### config.mk
export PLATFORM = sky130hd
export DESIGN_NAME = counter_down_load
export DESIGN_NICKNAME = d
export VERILOG_FILES = /design/src/rtl/counter_down_load_pkg.sv /design/src/rtl/counter_down_load.sv
export SDC_FILE = /design/constraint.sdc
export NUM_CORES = 1
export LEC_CHECK = 0
export CAP_MARGIN = 10
export CELL_PAD_IN_SITES_DETAIL_PLACEMENT = 0
export CELL_PAD_IN_SITES_GLOBAL_PLACEMENT = 1
export CORE_ASPECT_RATIO = 0.7
export CORE_UTILIZATION = 36
export DETAILED_ROUTE_END_ITERATION = 8
export PLACE_DENSITY_LB_ADDON = 0.1
export SETUP_SLACK_MARGIN = 0.3
export SLEW_MARGIN = 20
export SYNTH_ARGS = -nofsm -noshare
export SYNTH_HDL_FRONTEND = slang
export SYNTH_SLANG_ARGS = --single-unit
### constraint.sdc
create_clock -name clk -period 2.4 [get_ports clk]
set_clock_uncertainty 0.1 [all_clocks]
set_input_delay 0.36 -clock clk [delete_from_list [all_inputs] [get_ports clk]]
set_output_delay 0.36 -clock clk [all_outputs]
set_load 0.03 [all_outputs]
### src/rtl/counter_down_load_pkg.sv
// rtl/counter_down_load_pkg.sv - shared counter definitions: state encoding and default width
//
// Purpose : state encoding and default width shared by the counter family.
// Contents: DEFAULT_WIDTH, state_t (IDLE=0, RUN=1, EXPIRED=2; 3 is unused).
package counter_down_load_pkg;

  localparam int DEFAULT_WIDTH = 8;

  typedef enum logic [1:0] {
    IDLE    = 2'd0,
    RUN     = 2'd1,
    EXPIRED = 2'd2
  } state_t;

endpackage

### src/rtl/counter_down_load.sv
// rtl/counter_down_load.sv - loadable down counter with terminal-count pulse and auto-reload
//
// Purpose : programmable interval timer / event-count limiter. Loads a start
//           value, decrements on enabled cycles, pulses tc for one cycle on
//           expiry, then stops at zero or reloads the last loaded value.
// Ports   : clk         rising-edge clock
//           rst         synchronous active-high reset
//           load        load data into count and reload register
//           data        start/reload value, sampled when load=1
//           en          decrement enable, honoured in RUN only
//           auto_reload 1 = periodic, 0 = one-shot; sampled in EXPIRED
//           count       registered counter value
//           zero        count == 0
//           tc          high exactly while in EXPIRED
//           busy        state != IDLE
module counter_down_load
  import counter_down_load_pkg::*;
#(
  parameter int WIDTH = DEFAULT_WIDTH
) (
  input  logic             clk,
  input  logic             rst,
  input  logic             load,
  input  logic [WIDTH-1:0] data,
  input  logic             en,
  input  logic             auto_reload,
  output logic [WIDTH-1:0] count,
  output logic             zero,
  output logic             tc,
  output logic             busy
);

  localparam logic [WIDTH-1:0] ONE = {{(WIDTH-1){1'b0}}, 1'b1};

  state_t           state;
  logic [WIDTH-1:0] reload_reg;

  always_ff @(posedge clk) begin
    if (rst) begin
      count      <= '0;
      reload_reg <= '0;
      state      <= IDLE;
    end else if (load) begin
      // Loading zero goes straight to IDLE so it can never raise tc.
      count      <= data;
      reload_reg <= data;
      state      <= (data != '0) ? RUN : IDLE;
    end else begin
      case (state)
        IDLE: begin
          state <= IDLE;
        end
        RUN: begin
          if (en) begin
            // count <= 1 rather than == 1 so a stray zero in RUN expires
            // instead of wrapping to all-ones.
            if (count <= ONE) begin
              count <= '0;
              state <= EXPIRED;
            end else begin
              count <= count - ONE;
            end
          end
        end
        EXPIRED: begin
          // One cycle only, independent of en.
          if (auto_reload && (reload_reg != '0)) begin
            count <= reload_reg;
            state <= RUN;
          end else begin
            count <= '0;
            state <= IDLE;
          end
        end
        default: begin
          // Unused encoding 2'd3 falls back to IDLE.
          state <= IDLE;
        end
      endcase
    end
  end

  // Moore decode straight from the registers, no added latency.
  assign zero = (count == '0);
  assign tc   = (state == EXPIRED);
  assign busy = (state != IDLE);

endmodule
== Word level (Yosys, flattened, before mapping) ==
Cells that the tools add are included.
Operators by class
  add/subtract/negate cells: 1
  order comparisons: 1
  eq/ne operators: 4
  mux-type cells: 11
  reduce and logical (&&, ||, !) cells: 8
Operator list (count)
  $mux 8: 4
  $pmux 8 s2: 1
  $reduce_bool 8->1: 2
  $le 8x1->1 const B: 1
  $logic_not 8->1: 1
  $sub 8x1->8 const B: 1
  $mux 2: 3
  $ne 3x3->1 const B: 2
  $pmux 2 s2: 1
  $reduce_and 2->1: 2
  $reduce_bool 3->1: 1
  $eq 2x1->1 const B: 1
  $eq 2x2->1 const B: 1
  $mux 1: 2
  $reduce_bool 2->1: 1
  $logic_and 1x1->1: 1
Word-level totals
  bits in registers: 18
  input port bits: 13
  logic and storage cells: 28

== Longest topological paths before layout ==
Gate-level depths: netlist (run 1).
  word-level depth: 5
  gate-level depth with buffers: 7

== Worst setup path before layout (run 1) ==
No wires, ideal clock.
  kind: register -> register
  start point: register count[0]
  end point: register count[6]
  arrival time: 2.127 ns
  data required time: 2.225 ns
  setup slack: 0.099 ns
  cell stages (with the launch flop): 8
  buffers on the path: 1
  period minus slack after synthesis: 2.301 ns
  path through: dfxtp_1 inv_1 ha_1 or2_1 a311oi_2 buf_4 or4b_1 a31oi_1
On the way
  word-level cells in the longest chain between the ends: 5
  elaborated cells between the ends (all ways): 6
RTL lines
  start: declaration: line counter_down_load.sv:27  | output logic [WIDTH-1:0] count,
  start signal: assignment: line counter_down_load.sv:45  | count <= data;
  start signal: assignment: line counter_down_load.sv:61  | count <= count - ONE;
  start signal: assignment: line counter_down_load.sv:68  | count <= reload_reg;
  $sub 8x1->8 or $le 8x1->1 (tied branches): line counter_down_load.sv:61, counter_down_load.sv:57
  $mux 8 *: line counter_down_load.sv:57  | if (count <= ONE) begin
  $mux 8 *: line counter_down_load.sv:54  | if (en) begin
  $pmux 8 s2 *: line counter_down_load.sv:49  | case (state)
  $mux 8 *: line counter_down_load.sv:43  | end else if (load) begin
Mark *: on every way between the ends. The rest lies on a longest branch, timed or not. The select of a mux whose other input is x is not followed.
A chain may end at the register's enable or synchronous reset.

== Final worst setup path (run 1) ==
  start point: register state[1]
  end point: output port tc
On the way
  word-level cells in the longest chain between the ends: 1
RTL lines
  start: declaration: line counter_down_load.sv:35  | state_t state;
  start signal: assignment: line counter_down_load.sv:47  | state <= (data != '0) ? RUN : IDLE;
  $eq 2x2->1: line counter_down_load.sv:85  | assign tc = (state == EXPIRED);
  end: declaration: line counter_down_load.sv:29  | output logic tc,
Every way passes these cells.

==> impl_metrics.csv, run 1 <==
group,metric,value,unit
setup_path,cp_cell_sequence,"nor2b_1 -> dlygate4sd2_1",
status,status,"complete, no violations",
floorplan,die_w,64.9,um
setup_path,path_class,"reg2out",
floorplan,coreArea,2530,um2
cells_and_area,mostFrequentLayoutCell,"clkdlybuf4s50_1",
power_and_ir_drop,ir_worst_vdd,0.000347,V
drt,wl_met1,1310,um
logic_synthesis,synth_top_family_by_area,"simple AND/OR/NAND/NOR gates",
setup_path,regToRegEndpoint,"count[6]",
cells_and_area,fillCellCount,235,
cts,cts_hold_buf,0,
floorplan,die_area,2980,um2
sta,rsz0062_at_grt,"yes",
cells_and_area,syn_to_final_growth,40.2,%
cts,clkLatencyLatePin,0.26,ns
sta,hold_violations,0,
setup_path,path_buf_inv,1,
power_and_ir_drop,p_leak,0.537,nW
drt,top_layer,"met4",
drt,drtIter0Drc,112,
logic_synthesis,synth_nets,126,
global_route,track_usage,0.202,
sta,finalCritPeriodShare,0.842,
logic_synthesis,ys_ff_latch,18,
placed_design,detailedPlace.worstSlack,0.130,ns
setup_path,r2r-start,"count[0]",
logic_synthesis,yosys-top-cells-area,"dfxtp_1 (36%), mux2i_1 (8.0%), a222oi_1 (6.0%)",
cells_and_area,final_layout_size_suffix_gt1_frac,0.170,
logic_synthesis,synth_compound_area_frac,0.207,
cts,cts_tree,"built",
logic_synthesis,yosysTopAreaCell,"dfxtp_1",
drt,wl_per_cell,15.8,um
logic_synthesis,avgSynthCellArea,9.05,um2
floorplan,ios,24,
setup_path,critical_path.endpoint_type,"primary output",
global_route,antenna_found_initial,0,
setup_path,critPathLaunch,"state[1]",
sta,layout_setup_ws,0.379,ns
sta,max_slew.worst_pin.slew,0.575,ns
cts,ctsRootBufferMaster,"clkbuf_8",
drt,wl_met3,194,um
cells_and_area,diodes,0,
logic_synthesis,yosysWarnings,0,
drt,wirelength,2760,um
sta,clock.fmax,495,MHz
cts,clk_pin_slew,0.07,ns
placed_design,dp_cells,171,
logic_synthesis,yosys.area_share.xor_xnor,0,
setup_path,cp-start-kind,"flip-flop",
floorplan,dieHeight,46.0,um
drt,final_antenna_net_count,0,
placed_design,dp_hpwl,2140,um
cells_and_area,seqCellArea,368,um2
logic_synthesis,synth_top_area_share,0.362,
setup_path,worst-path-stages,2,
floorplan,rows,15,
hold_path,hp-class,"reg2reg",
setup_path,crit_required,1.94,ns
sta,setup_viol,0,
placed_design,placement.io_buffers,23,
setup_path,max_stage_delay,0.46,ns
cells_and_area,final_util,0.551,
global_route,grt_pass1_vias,912,
setup_path,crit_slowest_cell,"nor2b_1",
cts,cts_buffer_depth,2,
cts,cts_max_level,1,
cts,numCtsBuffers,3,
drt,route.met2.wl,1220,um
sta,setup_tns,0,ns
setup_path,cp_top_family,"simple AND/OR/NAND/NOR gates",
sta,relSlewSlack,0.614,
power_and_ir_drop,power,0.907,mW
drt,vias,1028,
setup_path,r2r_setup_slack,0.40,ns
logic_synthesis,synth_cell_type_count,36,
cts,cts_sinks,18,
logic_synthesis,muxShareOfSynthArea,0.0804,
cells_and_area,multi_input_area,609,um2
logic_synthesis,synth-simple-area-share,0.265,
logic_synthesis,syn_inst,110,
floorplan,initial_core_util,0.393,
drt,vias_per_cell,5.87,
drt,drt_pass1_iterations,4,
cells_and_area,final_cell_mix,"clkdlybuf4s50_1 (21), dfxtp_1 (16), nor2_1 (11), buf_4 (11), mux2i_1 (8)",
sta,final_max_slew_viol_count,0,
setup_path,reg2reg_depth,6,
logic_synthesis,synth_area,996,um2
logic_synthesis,synth_fa_ha_area_frac,0.0377,
global_route,grt_overflow,0,
run,cap_viol_max_count,0,
power_and_ir_drop,power-per-cell-area,650,nW/um2
global_route,grt_pass1_wl,4400,um
sta,final.min_clock_period,2.02,ns
drt,drc,0,
cells_and_area,final_nets,158,
setup_path,crit_end,"tc",
global_route,grt_max_degree,15,
setup_path,critical_path_arrival,1.56,ns
cells_and_area,stdcell_count,175,
logic_synthesis,ys_seq_area_frac,0.362,
placed_design,routabilityCongestion,0.893,
setup_path,worstPathMaxFanout,6,
-- power breakdown --
part	switching (mW)	total, mW	internal (mW)
logic	0.159	0.301	0.142
clock network	0.109	0.255	0.146
registers	0.0282	0.351	0.323
total	0.296	0.907	0.611
-- worst min-delay path, delay by kind of cell (launching register included) --
kind	cells	cell delay, ns
AOI/OAI and AO/OA	1	0.07
DFF	1	0.34
and+or+nand+nor	1	0.07
-- worst min-delay path by stage --
| stage | from | to | slack (ns) | depth (start not counted) |
|---|---|---|---|---|
| 2_1_floorplan | reload_reg[4] | reload_reg[4] | 0.38 | 2 |
| 6_report | count[4] | count[4] | 0.43 | 2 |
| 3_3_place_gp | reload_reg[4] | reload_reg[4] | 0.41 | 2 |
| 5_1_grt | count[4] | count[4] | 0.47 | 2 |
| 4_1_cts | count[4] | count[4] | 0.43 | 2 |
| 3_5_place_dp | reload_reg[7] | reload_reg[7] | 0.42 | 2 |
-- routing by layer --
metal / up-vias / global-route usage
met2: 42 / 0.321
met1: 487 / 0.267
met5: - / 0
met4: 0 / 0.0578
met3: 7 / 0.0600
li1: 492 / -
-- synth_stat cells (all sizes together) --
library cell	number
a211oi	2
a21oi	3
a221oi	2
a222oi	6
a22o	1
a22oi	1
a311oi	1
a31oi	4
and3	1
and3b	1
buf	3
clkbuf	4
dfxtp	18
ha	3
inv	4
mux2i	8
nand2	3
nand2b	5
nand3	2
nand3b	1
nand4	2
nor2	11
nor2b	2
nor3	3
nor3b	2
nor4	6
nor4bb	1
o211ai	1
o311ai	1
o32ai	3
or2	2
or3	1
or4b	2
-- logic make-up (layout without fill, tap and decap cells) --
kind of cell / count (synthesis) / after routing
and+or+nand+nor: 45 / 45
AOI/OAI and AO/OA: 25 / 25
DFF: 18 / 18
buffers and inverters: 11 / 42
muxes: 8 / 8
adders and majority gates: 3 / 3
-- through the flow --
step	hold slack, ns	area, um2
finish	0.428	1400
global route	0.467	1400
CTS	0.428	1380
detailed placement	0.417	1330
global placement	0.411	1330
floorplan	0.384	1000
-- cell type report --
cell class                      count  area share
Tap cell                           34      0.0305
Sequential cell                    18       0.263
Timing Repair Buffer               34       0.220
Multi-Input combinational cell     81       0.436
Clock buffer                        4      0.0394
Inverter                            4      0.0108
-- timing repair --
| item | in CTS | in global routing |
|---|---|---|
| buffers inserted | 0 | 0 |
| pin swaps | 1 | 2 |
| setup endpoints to repair | 4 | 7 |
| hold endpoints to repair | 0 | 0 |
| gates resized for setup | 2 | 6 |
(Power assumes the default switching activity.)
==> run 2, diff against run 1 <==
==> constraint.sdc (replaced) <==
create_clock -name clk -period 1.98 [get_ports clk]
set_clock_uncertainty 0.1 [all_clocks]
set_input_delay 0.297 -clock clk [delete_from_list [all_inputs] [get_ports clk]]
set_output_delay 0.297 -clock clk [all_outputs]
set_load 0.03 [all_outputs]
==> impl_metrics.csv, run 2 (same netlist as run 1, synthesis figures left out) <==
group,metric,value,unit
drt,wirelength,2980,um
global_route,antenna_found_initial,0,
cells_and_area,mostFrequentLayoutCell,"buf_4",
floorplan,rows,15,
drt,wl_per_cell,15.9,um
hold_path,hp-class,"reg2reg",
setup_path,cp_cell_sequence,"inv_4 -> ha_2 -> or2_4 -> a311oi_4 -> or4b_4 -> a31oi_4",
floorplan,ios,24,
sta,rsz0062_at_grt,"yes",
setup_path,max_stage_delay,0.52,ns
power_and_ir_drop,power-per-cell-area,723,nW/um2
sta,final.min_clock_period,1.93,ns
cts,numCtsBuffers,3,
drt,drt_pass1_iterations,5,
floorplan,coreArea,2530,um2
sta,finalCritPeriodShare,0.973,
cts,ctsRootBufferMaster,"clkbuf_8",
placed_design,routabilityCongestion,0.802,
drt,drc,0,
placed_design,placement.io_buffers,23,
cells_and_area,final_util,0.606,
cts,cts_sinks,18,
floorplan,die_w,64.9,um
global_route,grt_pass1_wl,4950,um
cts,clk_pin_slew,0.07,ns
cells_and_area,final_cell_mix,"buf_4 (24), dfxtp_1 (14), nor2_1 (11), clkdlybuf4s50_1 (11), dlygate4sd2_1 (9)",
power_and_ir_drop,p_int,0.741,mW
power_and_ir_drop,p_clk_frac,0.237,
setup_path,path_class,"reg2reg",
cells_and_area,seqCellArea,373,um2
sta,hold_slack,0.435,ns
sta,max_slew.worst_pin.slew,0.621,ns
cts,cts_max_level,1,
drt,vias,1093,
setup_path,critical_path.endpoint_type,"flip-flop",
drt,final_antenna_net_count,0,
global_route,track_usage,0.224,
cells_and_area,stdcell_count,188,
power_and_ir_drop,ir_worst_vdd,0.000570,V
setup_path,crit_required,2.05,ns
sta,final_max_slew_viol_count,0,
drt,drtIter0Drc,111,
global_route,grt_pass1_vias,1010,
run,cap_viol_max_count,0,
placed_design,dp_hpwl,2070,um
placed_design,dp_cells,174,
cells_and_area,multi_input_area,657,um2
setup_path,crit_slowest_cell,"or4b_4",
cells_and_area,diodes,0,
power_and_ir_drop,pwr-share-seq,0.385,
sta,hold_violations,0,
cells_and_area,syn_to_final_growth,54.1,%
floorplan,dieHeight,46.0,um
global_route,grt_overflow,0,
global_route,grt_max_degree,19,
sta,clock.fmax,519,MHz
power_and_ir_drop,p_sw,0.368,mW
cts,cts_hold_buf,0,
setup_path,cp-start-kind,"flip-flop",
sta,setup_viol,0,
cells_and_area,final_layout_size_suffix_gt1_frac,0.292,
floorplan,die_area,2980,um2
floorplan,initial_core_util,0.393,
setup_path,worstPathMaxFanout,3,
status,status,"complete, no violations",
cells_and_area,final_nets,171,
cts,cts_buffer_depth,2,
cells_and_area,fillCellCount,242,
sta,relSlewSlack,0.585,
cts,cts_tree,"built",
power_and_ir_drop,p_sw_frac,0.332,
power_and_ir_drop,pwr-share-comb,0.378,
setup_path,critical_path_arrival,2.00,ns
drt,vias_per_cell,5.81,
power_and_ir_drop,p_leak,0.644,nW
cts,clkLatencyLatePin,0.25,ns
## run 2: cell count changes in the layout (fill, tap and decap cells not counted), sizes merged
cell	change
buf	+14
dlygate4sd2	+8
clkdlybuf4s50	-10
dlymetal6s2s	+1
## run 2: what timing repair did
item                       in CTS  in global routing
cloned                          0                  0
gates resized for setup        14                  8
buffers inserted               10                  0
pin swaps                       6                  3
setup endpoints to repair      19                 11
## run 2: through the flow
stage / setup slack, ns / area [um2] / TNS, ns / total power, mW
after floorplan: -0.00981 / 1030 / -0.00981 / 0.644
after global placement: 0.0368 / 1380 / 0 / 0.796
after detailed placement: -0.0129 / 1380 / -0.0129 / 0.797
after CTS: 0.0486 / 1500 / 0 / 1.10
after global routing: -0.00313 / 1540 / -0.00313 / 1.18
final: 0.0534 / 1540 / 0 / 1.11
## run 2: critical path, delay by kind of cell, from the launching register on
kind	cells	cell delay, ns
fa+ha+maj	1	0.15
flops	1	0.36
buf+inv	1	0.04
simple gates	2	0.79
compound gates	2	0.40
## run 2: final timing paths
check                                   start             to  slack (ns)  depth (start not counted)
worst max-delay path                 count[1]       count[6]        0.05                          6
worst min-delay path            reload_reg[2]  reload_reg[2]        0.43                          2
worst min register to register  reload_reg[2]  reload_reg[2]        0.43                          2
worst max register to register       count[1]       count[6]        0.05                          6
## run 2: final cells by class
type,count,share of cell area
Clock buffer,4,0.0293
Inverter,4,0.0130
Multi-Input combinational cell,81,0.428
Sequential cell,18,0.243
Tap cell,34,0.0277
Timing Repair Buffer,47,0.259
## run 2: power by group through the flow
stage          clock [mW]  combinational [mW]  sequential (mW)
4_1_cts             0.275               0.397            0.425
2_1_floorplan           0               0.179            0.465
3_3_place_gp            0               0.359            0.437
5_1_grt             0.289               0.456            0.432
6_report            0.263               0.419            0.428
3_5_place_dp            0               0.360            0.437
## run 2: per-layer routing
metal,global-route usage,up-vias,part of all wire
met3,0.0525,10,0.068
met2,0.323,47,0.43
li1,-,525,-
met4,0.102,0,0.027
met5,0,-,0
met1,0.316,511,0.48
==> run 3, diff against run 2 <==
--- a/config.mk
+++ b/config.mk
@@ -9,9 +9,10 @@
 export CELL_PAD_IN_SITES_DETAIL_PLACEMENT = 0
 export CELL_PAD_IN_SITES_GLOBAL_PLACEMENT = 1
 export CORE_ASPECT_RATIO = 0.7
-export CORE_UTILIZATION = 36
+export CORE_UTILIZATION = 32
 export DETAILED_ROUTE_END_ITERATION = 8
 export PLACE_DENSITY_LB_ADDON = 0.1
+export RECOVER_POWER = 50
 export SETUP_SLACK_MARGIN = 0.3
 export SLEW_MARGIN = 20
 export SYNTH_ARGS = -nofsm -noshare
==> constraint.sdc (replaced) <==
create_clock -name clk -period 1.7 [get_ports clk]
set_clock_uncertainty 0.1 [all_clocks]
set_input_delay 0.255 -clock clk [delete_from_list [all_inputs] [get_ports clk]]
set_output_delay 0.255 -clock clk [all_outputs]
set_load 0.03 [all_outputs]
==> impl_metrics.csv, run 3 (same netlist as run 1, synthesis figures left out) <==
group,metric,value,unit
setup_path,cp_top_family,"simple AND/OR/NAND/NOR gates",
setup_path,r2r-start,"count[0]",
power_and_ir_drop,ir_worst_vdd,0.000421,V
setup_path,path_buf_inv,1,
placed_design,routabilityCongestion,0.808,
cells_and_area,stdcell_count,203,
cts,cts_sinks,18,
cts,cts_hold_buf,0,
placed_design,dp_cells,195,
sta,final_max_slew_viol_count,0,
setup_path,worstPathMaxFanout,4,
setup_path,max_stage_delay,0.48,ns
placed_design,dp_hpwl,2340,um
drt,vias,1122,
cts,cts_tree,"built",
setup_path,path_class,"reg2reg",
global_route,grt_pass1_wl,5290,um
hold_path,holdPathEnd,"reload_reg[0]",
setup_path,cp_cell_sequence,"inv_4 -> ha_4 -> or2_4 -> a311oi_4 -> or4b_1 -> a31oi_1",
global_route,grt_overflow,0,
drt,drt_pass1_iterations,4,
floorplan,initial_core_util,0.345,
sta,rsz0062_at_grt,"yes",
cells_and_area,mostFrequentLayoutCell,"buf_4",
drt,vias_per_cell,5.53,
cts,cts_max_level,1,
sta,final.min_clock_period,1.89,ns
placed_design,placement.io_buffers,23,
sta,max_slew.worst_pin.slew,0.445,ns
cts,clkLatencyLatePin,0.26,ns
floorplan,ios,24,
power_and_ir_drop,p_leak,0.677,nW
run,cap_viol_max_count,0,
cts,clk_pin_slew,0.07,ns
sta,finalCritPeriodShare,1.11,
setup_path,reg2reg_depth,6,
global_route,grt_pass1_vias,1111,
setup_path,crit_slowest_cell,"or4b_1",
floorplan,die_area,3340,um2
floorplan,dieHeight,48.7,um
status,violations,"negative setup slack",
floorplan,coreArea,2880,um2
setup_path,cp-start-kind,"flip-flop",
hold_path,hp-class,"reg2reg",
hold_path,hp-start,"reload_reg[0]",
setup_path,regToRegEndpoint,"count[7]",
cts,ctsRootBufferMaster,"clkbuf_8",
setup_path,r2r_setup_slack,-0.19,ns
cells_and_area,syn_to_final_growth,61.2,%
global_route,grt_max_degree,19,
drt,wl_per_cell,15.6,um
drt,drc,0,
sta,relSlewSlack,0.703,
sta,layout_setup_ws,-0.190,ns
floorplan,rows,16,
status,status,"finished, violations left",
sta,setup_tns,-0.954,ns
cells_and_area,final_layout_size_suffix_gt1_frac,0.401,
sta,hold_slack,0.442,ns
drt,wirelength,3160,um
cells_and_area,final_cell_mix,"buf_4 (35), dfxtp_1 (11), clkdlybuf4s50_1 (11), nor2_1 (10), mux2i_1 (8)",
setup_path,worst-path-stages,6,
setup_path,crit_required,1.78,ns
power_and_ir_drop,power-per-cell-area,870,nW/um2
cts,cts_buffer_depth,2,
sta,clock.fmax,529,MHz
global_route,track_usage,0.212,
hold_path,hold_depth,2,
floorplan,die_w,68.7,um
cells_and_area,final_nets,184,
cells_and_area,diodes,0,
drt,final_antenna_net_count,0,
sta,setup_viol,9,
drt,drtIter0Drc,75,
setup_path,critical_path.endpoint_type,"flip-flop",
placed_design,detailedPlace.worstSlack,-0.341,ns
cts,numCtsBuffers,3,
global_route,antenna_found_initial,0,
setup_path,critical_path_arrival,1.97,ns
sta,hold_violations,0,
[run 3: changes by cell type in the layout (fill, tap and decap cells not counted), sizes merged]
cell,delta
buf,+19
clkbuf,+3
dlygate4sd2,-8
dlymetal6s2s,-1
[run 3: cell type report]
class	instances	area (um2)
clock buffer	4	55.1
fill	269	1280
inverter	4	20.0
multi-input combinational	81	643
sequential	18	374
timing repair buffer	60	468
tap	36	45.0
[run 3: report_power, final]
group          internal [mW]  total (mW)  switching [mW]
Combinational          0.282       0.546           0.265
Clock                  0.206       0.357           0.151
Sequential             0.458       0.493          0.0353
Total                  0.946        1.40           0.451
[run 3: repair_timing]
item / CTS / global route
gates resized for setup: 48 / 11
endpoints found under the setup margin: 21 / 17
gates cloned: 0 / 0
pin swaps: 4 / 0
setup buffers: 3 / 1
[run 3: layer usage]
layer,GRT usage,share of wire,vias to the layer above,routed length [um]
met1,0.300,0.47,537,1500
met5,0,0,-,0
li1,-,-,542,-
met2,0.330,0.45,38,1420
met4,0.0313,0.0060,0,19
met3,0.0495,0.069,5,219
[run 3: worst max path at each step]
stage	start	to
floorplan	count[0]	count[6]
global placement	load	count[2]
detailed placement	load	count[4]
CTS	count[0]	count[7]
global route	count[0]	count[1]
finish	count[0]	count[7]
[run 3: per-stage QoR]
step	instance area [um2]	utilization	power, mW
floorplan	1040	-	0.752
finish	1610	0.557	1.40
global route	1610	0.557	1.47
global placement	1520	0.528	1.01
detailed placement	1520	0.528	1.01
CTS	1630	0.566	1.41
[run 3: worst register-to-register path: cells and delay by family, from the launching register on]
kind | cells | cell delay, ns
compound gates | 2 | 0.42
fa+ha+maj | 1 | 0.15
buf+inv | 1 | 0.04
flops | 1 | 0.37
simple gates | 2 | 0.74
